File: src/rtl/regfile_op_sequencer.sv
// Register-file operation sequencer: arbitrates core/debug requests and steps LOAD, PUSH, POP and INCDEC
// through the register-file controls. Optional `define MEM_TIMEOUT_EN adds a memory-ack watchdog.
module regfile_op_sequencer #(
  parameter int TIMEOUT_CYCLES = 255
) (
  input  logic       CLK,
  input  logic       RESET,
  input  logic       C_VALID,
  output logic       C_READY,
  input  logic [1:0] C_OP,
  input  logic [3:0] C_RA,
  input  logic [3:0] C_RB,
  input  logic       C_DIR,
  input  logic       D_VALID,
  output logic       D_READY,
  input  logic [1:0] D_OP,
  input  logic [3:0] D_RA,
  input  logic [3:0] D_RB,
  input  logic       D_DIR,
  output logic       DONE,
  output logic       DONE_SRC,
  output logic       ILLEGAL,
  output logic       MEM_REQ,
  output logic       MEM_WE,
  input  logic       MEM_ACK,
  output logic [3:0] REGAX,
  output logic [3:0] REGBX,
  output logic       REGAOPX,
  output logic [1:0] REGBOPX,
  output logic       TIMEOUT
);

  typedef enum logic [2:0] {S_IDLE, S_DEC, S_MEM, S_INC, S_DONE} state_t;
  typedef enum logic [1:0] {OP_LOAD = 2'b00, OP_PUSH = 2'b01, OP_POP = 2'b10, OP_INCDEC = 2'b11} op_t;

  state_t     state, state_n;
  op_t        op_q, sel_op;
  logic [3:0] ra_q, rb_q, sel_ra, sel_rb, regax_q, regbx_q;
  logic       dir_q, src_q, sel_dir, prefer_d;
  logic       grant_d, accept, illegal_req, mem_expired;

  // Round-robin: on contention the debug port wins only if the core was granted last.
  always_comb begin
    grant_d     = D_VALID && (!C_VALID || prefer_d);
    accept      = (state == S_IDLE) && (C_VALID || D_VALID);
    sel_op      = grant_d ? op_t'(D_OP) : op_t'(C_OP);
    sel_ra      = grant_d ? D_RA : C_RA;
    sel_rb      = grant_d ? D_RB : C_RB;
    sel_dir     = grant_d ? D_DIR : C_DIR;
    illegal_req = (sel_ra == 4'hF) || (sel_rb == 4'hF) ||
                  (((sel_op == OP_PUSH) || (sel_op == OP_POP)) && (sel_ra == sel_rb));
  end

`ifdef MEM_TIMEOUT_EN
  localparam int CNT_W = ($clog2(TIMEOUT_CYCLES + 1) > 8) ? $clog2(TIMEOUT_CYCLES + 1) : 8;
  logic [CNT_W-1:0] mem_cnt;

  // Counts cycles spent in MEM; any exit passes through a non-MEM cycle, which clears it.
  always_ff @(posedge CLK or posedge RESET) begin
    if (RESET) mem_cnt <= '0;
    else       mem_cnt <= (state == S_MEM) ? mem_cnt + 1'b1 : '0;
  end

  assign mem_expired = (state == S_MEM) && !MEM_ACK && (mem_cnt == CNT_W'(TIMEOUT_CYCLES - 1));
`else
  assign mem_expired = 1'b0;
`endif

  always_comb begin
    // NOTE: every output and next-state gets a default first so no path infers a latch.
    state_n  = state;
    C_READY  = 1'b0;
    D_READY  = 1'b0;
    ILLEGAL  = 1'b0;
    DONE     = 1'b0;
    DONE_SRC = 1'b0;
    MEM_REQ  = 1'b0;
    MEM_WE   = 1'b0;
    REGAX    = regax_q;
    REGBX    = regbx_q;
    REGAOPX  = 1'b0;
    REGBOPX  = 2'b00;
    TIMEOUT  = 1'b0;
    unique case (state)
      S_IDLE: if (accept) begin
        C_READY = !grant_d;
        D_READY = grant_d;
        ILLEGAL = illegal_req;
        if (!illegal_req) begin
          unique case (sel_op)
            OP_PUSH: state_n = S_DEC;
            OP_POP:  state_n = S_MEM;
            default: state_n = S_DONE;
          endcase
        end
      end
      S_DEC: begin
        REGBX   = rb_q;
        REGBOPX = 2'b01;
        state_n = S_MEM;
      end
      S_MEM: begin
        REGAX   = ra_q;
        REGBX   = rb_q;
        MEM_REQ = 1'b1;
        MEM_WE  = (op_q == OP_PUSH);
        if (MEM_ACK) begin
          REGAOPX = (op_q == OP_POP);
          state_n = (op_q == OP_POP) ? S_INC : S_DONE;
        end else if (mem_expired) begin
          TIMEOUT  = 1'b1;
          DONE     = 1'b1;
          DONE_SRC = src_q;
          state_n  = S_IDLE;
        end
      end
      S_INC: begin
        REGBX   = rb_q;
        REGBOPX = 2'b11;
        state_n = S_DONE;
      end
      S_DONE: begin
        DONE     = 1'b1;
        DONE_SRC = src_q;
        state_n  = S_IDLE;
        if (op_q == OP_LOAD) begin
          REGAX   = ra_q;
          REGAOPX = 1'b1;
        end else if (op_q == OP_INCDEC) begin
          REGBX   = rb_q;
          REGBOPX = dir_q ? 2'b11 : 2'b01;
        end
      end
      default: state_n = S_IDLE;
    endcase
  end

  // Reset clears state, so MEM_REQ (decoded from state) drops without waiting for a clock.
  always_ff @(posedge CLK or posedge RESET) begin
    if (RESET) begin
      state    <= S_IDLE;
      op_q     <= OP_LOAD;
      ra_q     <= 4'h0;
      rb_q     <= 4'h0;
      dir_q    <= 1'b0;
      src_q    <= 1'b0;
      prefer_d <= 1'b0;
      regax_q  <= 4'h0;
      regbx_q  <= 4'h0;
    end else begin
      // NOTE: non-blocking assignments so every register samples pre-edge values.
      state   <= state_n;
      regax_q <= REGAX;
      regbx_q <= REGBX;
      if (accept) begin
        op_q     <= sel_op;
        ra_q     <= sel_ra;
        rb_q     <= sel_rb;
        dir_q    <= sel_dir;
        src_q    <= grant_d;
        prefer_d <= !grant_d;
      end
    end
  end

endmodule

File: config.mk
export PLATFORM = sky130hd
export DESIGN_NAME = regfile_op_sequencer
export DESIGN_NICKNAME = d
export VERILOG_FILES = /design/src/rtl/regfile_op_sequencer.sv
export SDC_FILE = /design/constraint.sdc
export NUM_CORES = 1
export LEC_CHECK = 0
export CAP_MARGIN = 20
export CORE_ASPECT_RATIO = 1.75
export CORE_UTILIZATION = 45
export CTS_CLUSTER_DIAMETER = 80
export DETAILED_ROUTE_END_ITERATION = 10
export PLACE_DENSITY = 0.82
export SLEW_MARGIN = 40
export SYNTH_ARGS = -nofsm -noshare
export SYNTH_HDL_FRONTEND = slang
export SYNTH_SLANG_ARGS = --single-unit
File: constraint.sdc
create_clock -name CLK -period 2.64 [get_ports CLK]
set_input_delay 0.264 -clock CLK [delete_from_list [all_inputs] [get_ports CLK]]
set_output_delay 0.264 -clock CLK [all_outputs]
set_load 0.02 [all_outputs]
==> reports/metrics.csv <==
stage,metric,value,unit
floorplan,Placeable Area,0.00296,mm2
floorplan,Die Height,76.4,um
logic_synthesis,top area cells in the synthesized netlist,"dfrtp_1 (42%), mux2i_1 (7.7%), mux2_2 (6.3%)",
route,1st-iter DRT viols,64,
pwr,clock share of power,10.7,%
clock_tree,hold_buf cts,0,
route,"antenna viol nets, final",0,
logic_synthesis,Yosys top cell by area,dfrtp_1,
floorplan,die width,44.5,um
floorplan,die area,0.00340,mm2
pwr,Pwr Density,1090,mW/mm2
grt,antenna violations before repair,0,
clock_tree,worst skew pair latency,0.26,ns
logic_synthesis,Post-synth EDFFs,0,
sta,Fmax,382,MHz
grt,first-pass GRT wire length,6290,um
sta,Period minus WS final,2.62,ns
min_path,Hold Crit Class,input pin to asynchronous set/reset pin,
sta,Slew Limit Fails,0,
clock_tree,CTS Buf Count,3,
critical_path,Worst EP required,2.38,ns
route,vias per cell,5.68,
clock_tree,CTS tree,done,
logic_synthesis,async set-or-reset flop fraction in the synthesized netlist,100,%
sta,Final period util,99.3,%
placement,port bufs,44,
pwr,Switch Pwr,954,uW
pwr,Sw Share,42.1,%
pwr,maximum VDD drop,0.000714,V
sta,normalized max-slew margin,66.5,%
grt,largest net degree at the start of global routing,25,
critical_path,"critical path fanouts, max",4,
critical_path,Worst Path Arrival,2.36,ns
placement,HPWL after DPL,2940,um
clock_tree,Sink Count,24,
finish,Post-Layout Cell Count,243,
logic_synthesis,Mean Syn Cell Area,9.90,um2
route,DR WL/cell,16.3,um
clock_tree,clk root buf,clkbuf_8,
placement,placed cells,236,
outcome,status,"complete, no violations",
critical_path,Worst setup EP type,primary output,
finish,share of layout cells above drive strength 1,21.9,%
floorplan,Starting Density,48.1,%
pwr,Comb pwr share,58.4,%
grt,Global Route Usage Sum,24.5,%
placement,post-place setup slack,-0.505,ns
sta,Layout Skew,0.00450,ns
clock_tree,Clock Pin Slew Worst Setup and Hold Paths,0.08,ns
finish,n_diodes,0,
logic_synthesis,Mapped Area,0.00143,mm2
critical_path,kind of critical path,flop to primary output,
grt,number of global-route vias before repair,1337,
pwr,sequential power share,30.9,%
logic_synthesis,post-synthesis cell type count,42,
logic_synthesis,Yosys reg bits,24,
finish,# fillers,237,
pwr,Int Power,1310,uW
sta,Final Hold Viols,0,
floorplan,Rows,26,
critical_path,CP startpoint kind,flop,
sta,final setup fails,0,
placement,GP Congestion,0.943,
finish,Area growth syn-to-layout,46.6,%
route,DR vias,1380,
clock_tree,Clock Tree Buf Depth,2,
logic_synthesis,sequential area share after synthesis,42.1,%
route,drt total wl,3970,um
logic_synthesis,top cell type's share of synthesized area,42.1,%
clock_tree,CTS H-tree depth,1,
logic_synthesis,syn_nets,173,
sta,PnR worst setup slack,0.0193,ns
pwr,static leakage,0.000930,uW
sta,setup TNS,0,ns
logic_synthesis,Cells after Synth,144,
grt,GR Overflow Total,0,
finish,# nets final,231,
floorplan,I/O pins,46,
logic_synthesis,Most used DFF post-synth,dfrtp_1,
route,DRT Pass-1 Iters,5,
job,max-cap violation count,0,
route,DRC,0,
sta,Slew @ Worst Pin,0.502,ns
logic_synthesis,YS warnings,0,
==> power by group through the flow <==
stage | Combinational [uW] | Clock [uW] | Sequential (uW)
floorplan | 810 | 0 | 648
global placement | 1240 | 0 | 684
detailed placement | 1280 | 0 | 702
CTS | 1290 | 248 | 694
global route | 1420 | 260 | 721
finish | 1320 | 243 | 701
==> cell usage after synthesis (2+ instances only) <==
master and instances:
nor2_1 5, nand4_1 7, ha_1 2, nand2b_1 2
buf_4 2, nand2_1 13, a31oi_1 3, xnor2_1 2
mux2_2 8, nand3_1 2, o21ai_0 11, a21o_1 2
nor2_4 2, nor4_1 2, a21oi_1 7, o22ai_1 2
dfrtp_1 24, buf_2 3, inv_1 7, mux2i_1 11
xor2_1 6
==> worst paths after layout <==
path	end	depth (start not counted)	slack, ns	from
max	ILLEGAL	9	0.02	prefer_d
min	op_q[0]	2	0.34	RESET
max reg2reg	state[0]	11	0.27	prefer_d
min reg2reg	rb_q[3]	2	0.48	rb_q[3]
max in group asynchronous	state[2]	2	1.93	RESET
min in group CLK	rb_q[3]	2	0.48	rb_q[3]
==> flip-flops by register name (all words and copies together) (netlist names) <==
register / flops
state: 3
rb_q: 4
src_q: 1
dir_q: 1
prefer_d: 1
regax_q: 4
op_q: 2
ra_q: 4
regbx_q: 4
==> cell type report <==
cell class	count	area (um2)	share of cell area (%)
clock buffer	4	55.1	2.63
inverter	7	26.3	1.26
sequential	24	602	28.8
timing repair buffer	59	556	26.6
multi-input combinational	107	798	38.2
tap	42	52.6	2.51
==> through the flow <==
stage | utilization (%) | total power [uW] | hold slack [ns] | instance area (um2)
after floorplan | - | 1460 | 0.279 | 1430
final | 70.6 | 2270 | 0.343 | 2090
after CTS | 68.3 | 2230 | 0.487 | 2020
after global placement | 66.4 | 1920 | 0.468 | 1970
after detailed placement | 66.4 | 1980 | 0.469 | 1970
after global routing | 70.6 | 2410 | 0.394 | 2090
==> routing by layer <==
metal	wire (um)	track usage (%)	vias to the layer above	share of wire, %
met5	0	0	-	0
met4	106	6.97	0	2.7
met3	217	2.13	12	5.5
met2	2320	45.1	78	58
met1	1330	28.3	659	33
li1	-	-	631	-
==> placed cells by master, fill, tap and decap left out, drive strengths merged <==
cell type,n
o21ai,13
dfrtp,24
o31ai,1
mux2i,11
buf,16
nor2b,1
a22oi,1
nand2b,3
clkbuf,4
nor3,3
o2111ai,1
nor4,2
o22ai,2
a21oi,7
ha,2
nand4,7
mux2,8
inv,7
clkdlybuf4s50,41
o32ai,1
a211oi,1
xnor2,2
a21o,2
xor2,6
conb,1
nor4b,1
nand2,15
nand3,2
o211ai,1
or3,1
nor2,8
dlymetal6s2s,2
and3,1
a31oi,3
==> critical path, stage by stage, from the launching register on <==
cell and delay (ns):
dfrtp_1 0.37, nand2b_2 0.21, nand2_4 0.11, mux2i_2 0.27
inv_1 0.11, ha_4 0.25, nor4_4 0.22, nand4_1 0.15
a31oi_1 0.23, buf_4 0.17
==> logic make-up after synthesis <==
| family | count (synthesis) | synth area share, % |
|---|---|---|
| XOR/XNOR | 8 | 4.92 |
| AND/OR/NAND/NOR | 44 | 18.3 |
| flip-flops | 24 | 42.1 |
| buffers and inverters | 13 | 4.74 |
| multiplexers | 19 | 14.0 |
| AO/OA/AOI/OAI | 33 | 13.9 |
| other | 1 | 0.263 |
| adder cells (fa/ha/maj) | 2 | 1.76 |
==> timing repair <==
| item | in CTS | in global routing |
|---|---|---|
| setup endpoints to repair | 1 | 10 |
| setup buffers | 0 | 3 |
| gates resized for setup | 6 | 9 |
| pin swaps | 3 | 4 |
No activity file was read; power rests on OpenSTA's default activity.
